**config.mk**
```make
export PLATFORM = sky130hd
export DESIGN_NAME = prbs_lfsr_step
export DESIGN_NICKNAME = d
export VERILOG_FILES = /design/src/rtl/prbs_pkg.sv /design/src/rtl/prbs_lfsr_step.sv
export SDC_FILE = /design/constraint.sdc
export NUM_CORES = 1
export LEC_CHECK = 0
export CAP_MARGIN = 15
export CORE_MARGIN = 2
export CORE_UTILIZATION = 28
export DETAILED_ROUTE_END_ITERATION = 6
export PLACE_DENSITY = 0.81
export SYNTH_ARGS = -nofsm -noshare
export SYNTH_HDL_FRONTEND = slang
export SYNTH_SLANG_ARGS = --single-unit
```
**constraint.sdc**
```tcl
create_clock -name vclk -period 1.7
set_clock_uncertainty 0.1 [all_clocks]
set_input_delay 0.17 -clock vclk [all_inputs]
set_output_delay 0.17 -clock vclk [all_outputs]
set_load 0.005 [all_outputs]
```
**src/rtl/prbs_pkg.sv**
```systemverilog
// prbs_pkg: shared types and constant tables for the PRBS generator/checker.
//   prbs_mode_t  - polynomial select (PRBS7/15/23/31)
//   chk_state_t  - checker FSM states
//   ORDER_TBL    - LFSR order N per mode
//   TAP_TBL      - second feedback tap T per mode (fb = s[N-1] ^ s[T-1])
package prbs_pkg;

    typedef enum logic [1:0] {
        MODE_PRBS7  = 2'b00,
        MODE_PRBS15 = 2'b01,
        MODE_PRBS23 = 2'b10,
        MODE_PRBS31 = 2'b11
    } prbs_mode_t;

    typedef enum logic [1:0] {
        ST_FILL   = 2'b00,
        ST_HUNT   = 2'b01,
        ST_LOCKED = 2'b10
    } chk_state_t;

    // One register wide enough for the longest polynomial; shorter orders
    // use only the low N bits.
    localparam int LFSR_W = 31;

    localparam logic [4:0] ORDER_TBL [4] = '{5'd7, 5'd15, 5'd23, 5'd31};
    localparam logic [4:0] TAP_TBL   [4] = '{5'd6, 5'd14, 5'd18, 5'd28};

endpackage

```
**src/rtl/prbs_lfsr_step.sv**
```systemverilog
// prbs_lfsr_step: combinational DATA_W-bit advance of a Fibonacci LFSR.
// Shared by the generator (shifts its own feedback back in) and by the
// self-synchronising checker (shifts the received bits in instead).
//   mode       - polynomial select
//   state      - current LFSR / history register
//   ext_bits   - bits to shift in when use_ext is high (MSB first)
//   use_ext    - 1: shift ext_bits in, 0: shift feedback in
//   next_state - register value after DATA_W steps
//   fb_bits    - feedback bit of every step, MSB = earliest
module prbs_lfsr_step
    import prbs_pkg::*;
#(
    parameter int DATA_W = 8
) (
    input  prbs_mode_t              mode,
    input  logic [LFSR_W-1:0]       state,
    input  logic [DATA_W-1:0]       ext_bits,
    input  logic                    use_ext,
    output logic [LFSR_W-1:0]       next_state,
    output logic [DATA_W-1:0]       fb_bits
);

    logic [LFSR_W-1:0] s;
    logic              fb;
    logic [4:0]        n_idx;
    logic [4:0]        t_idx;

    always_comb begin
        s       = state;
        fb      = 1'b0;
        fb_bits = '0;
        n_idx   = ORDER_TBL[mode] - 5'd1;
        t_idx   = TAP_TBL[mode] - 5'd1;
        // Bits above N shift out harmlessly; they never reach a tap.
        for (int i = DATA_W - 1; i >= 0; i--) begin
            fb         = s[n_idx] ^ s[t_idx];
            fb_bits[i] = fb;
            s          = {s[LFSR_W-2:0], (use_ext ? ext_bits[i] : fb)};
        end
        next_state = s;
    end

endmodule

```
==> results.cfg <==
[clock_tree]
hold_buffers = 0

[worst_setup_path]
crit_required_ps = 1430
cp.arrival_ps = 1800
criticalPathCategory = input port to output pin
end_kind = output pin
cp-start-kind = input port
crit_fanout = 4

[route]
drtIter0Drc = 13
ant_nets = 0
routed_wl_um = 3440
drc = 0
avgRoutedWirePerCell_um = 16.9
post_drt_via_cell_ratio = 4.80
vias = 979
drtPass1Iterations = 4

[yosys]
netlist_instances = 82
yosys.cell_count.top_type = buf_4
synth_common_cells = 24 x buf_4, 11 x mux4_2, 7 x mux2_2, 7 x xor2_1, 5 x mux2i_1
netlist_area_um2 = 792
ys_warn_count = 0
synth_cell_types = 21
yosysTopAreaCell = mux4_2
yosys-top-cells-area = mux4_2 31%, buf_4 23%, mux2_2 10%, xor2_1 7.7%, mux2i_1 6.3%
yosysSeqAreaShare_pct = 0
syn_area_per_cell_um2 = 9.66
syn_nets = 124
synth_top_area_share_pct = 31.3

[power]
power.total_uw = 734
power_leakage_nw = 0.861
peakVddDrop_v = 0.000263
power_density_nw_per_um2 = 386

[finish]
clockBufferCount = 0
finish.utilization_pct = 70.2
area_delta_synth_final_pct = 140
regArea_um2 = 0
drive_above_1_share_pct = 64.7
antennaDiodeCount = 0
fill_cells = 185
multi_input_area_um2 = 777
nets = 217
design.seq.count = 0

[sta]
fin_crit_sh_pct = 122
max_slew_margin_pct = 82.4
fin_ws_ps = -375
setup_tns_ps = -2430
setup_viol = 13
hold_viol = 0
whs_ps = 681
worst_slew_pin_slew_ps = 264
min_period_ps = 2070
drv_slew = 0
rsz0062_at_grt = true
max_freq_mhz = 482

[die]
die_x_um = 57.2
die_h_um = 57.2
dieArea_um2 = 3270
io_pins = 81
core_um2 = 2710
placementRows = 19
initial_core_util_pct = 29.2

[grt]
grt_max_degree = 15
grt_pass1_wl_um = 5270
grt_pass1_vias = 1057
grtUsageTotal_pct = 20.3
grt_overflow_total = 0
antenna_found_initial = 0

[worst_hold_path]
whs_path_depth = 3
min_path_type = input port to output pin

[placed_design]
gp_congestion = 0.837
dp_hpwl_um = 2460
io_buffers = 81

[outcome]
violations = setup timing
status = complete, but fails checks

[job]
max-cap-violations = 0
-- final cells by class --
cell class                      instances  share of cell area (%)
Tap cell                               31                    2.04
Multi-Input combinational cell         51                    40.8
Timing Repair Buffer                  121                    56.9
Inverter                                1                   0.197
-- routing by layer --
metal	up-vias	global-route usage [%]	wire, um
met5	-	0	0
met4	0	1.66	45
met3	6	2.04	203
met2	45	39.1	1870
met1	471	25.3	1320
li1	457	-	-
-- logic make-up (layout without fill, tap and decap cells) --
family | after synthesis | in the layout | synth area share (%)
and+or+nand+nor | 8 | 8 | 6.00
muxes | 23 | 23 | 47.6
buffers and inverters | 31 | 122 | 27.5
xor gates and xnor gates | 9 | 9 | 9.95
AOI/OAI and AO/OA | 11 | 11 | 9.00
-- worst paths after layout --
path	end	slack, ps	from
setup / recovery	next_state[0]	-370	mode[0]
hold / removal	next_state[6]	680	ext_bits[6]
-- worst max-delay path: stages --
cell and delay [ps]:
buf_12 90, mux4_2 560, xor2_4 230, o21ai_2 80
xor2_1 170, buf_4 140, mux2_4 260, buf_6 110
-- through the flow --
step / instances / area [um2] / worst slack, ps
final: 204 / 1900 / -375
after global routing: 204 / 1900 / -437
after CTS: 202 / 1820 / -383
after detailed placement: 189 / 1630 / -1210
after global placement: 189 / 1630 / -1130
after floorplan: 82 / 815 / -111
-- layout by cell type (no fill, tap or decap), types with 2 or more instances in the layout --
cell type / count
xnor2_2: 2
mux2_4: 7
buf_8: 2
clkbuf_2: 3
xor2_2: 5
a21oi_2: 3
buf_4: 28
mux4_2: 11
buf_2: 15
dlygate4sd2_1: 14
nand2b_1: 2
clkdlybuf4s50_1: 34
mux2i_1: 3
buf_6: 21
nor2b_4: 2
-- repair_timing --
item	in CTS	in global routing
pin swaps	14	10
buffers inserted	14	6
gates cloned	0	0
endpoints found under the setup margin	16	16
gates resized for setup	175	25
-- report_power, final --
part / leakage [nW] / internal (mW) / switching (mW)
combinational: 0.861 / 0.471 / 0.262
clock: 0 / 0 / 0
sequential: 0 / 0 / 0
Note: power is estimated with default switching activity, not from simulation.
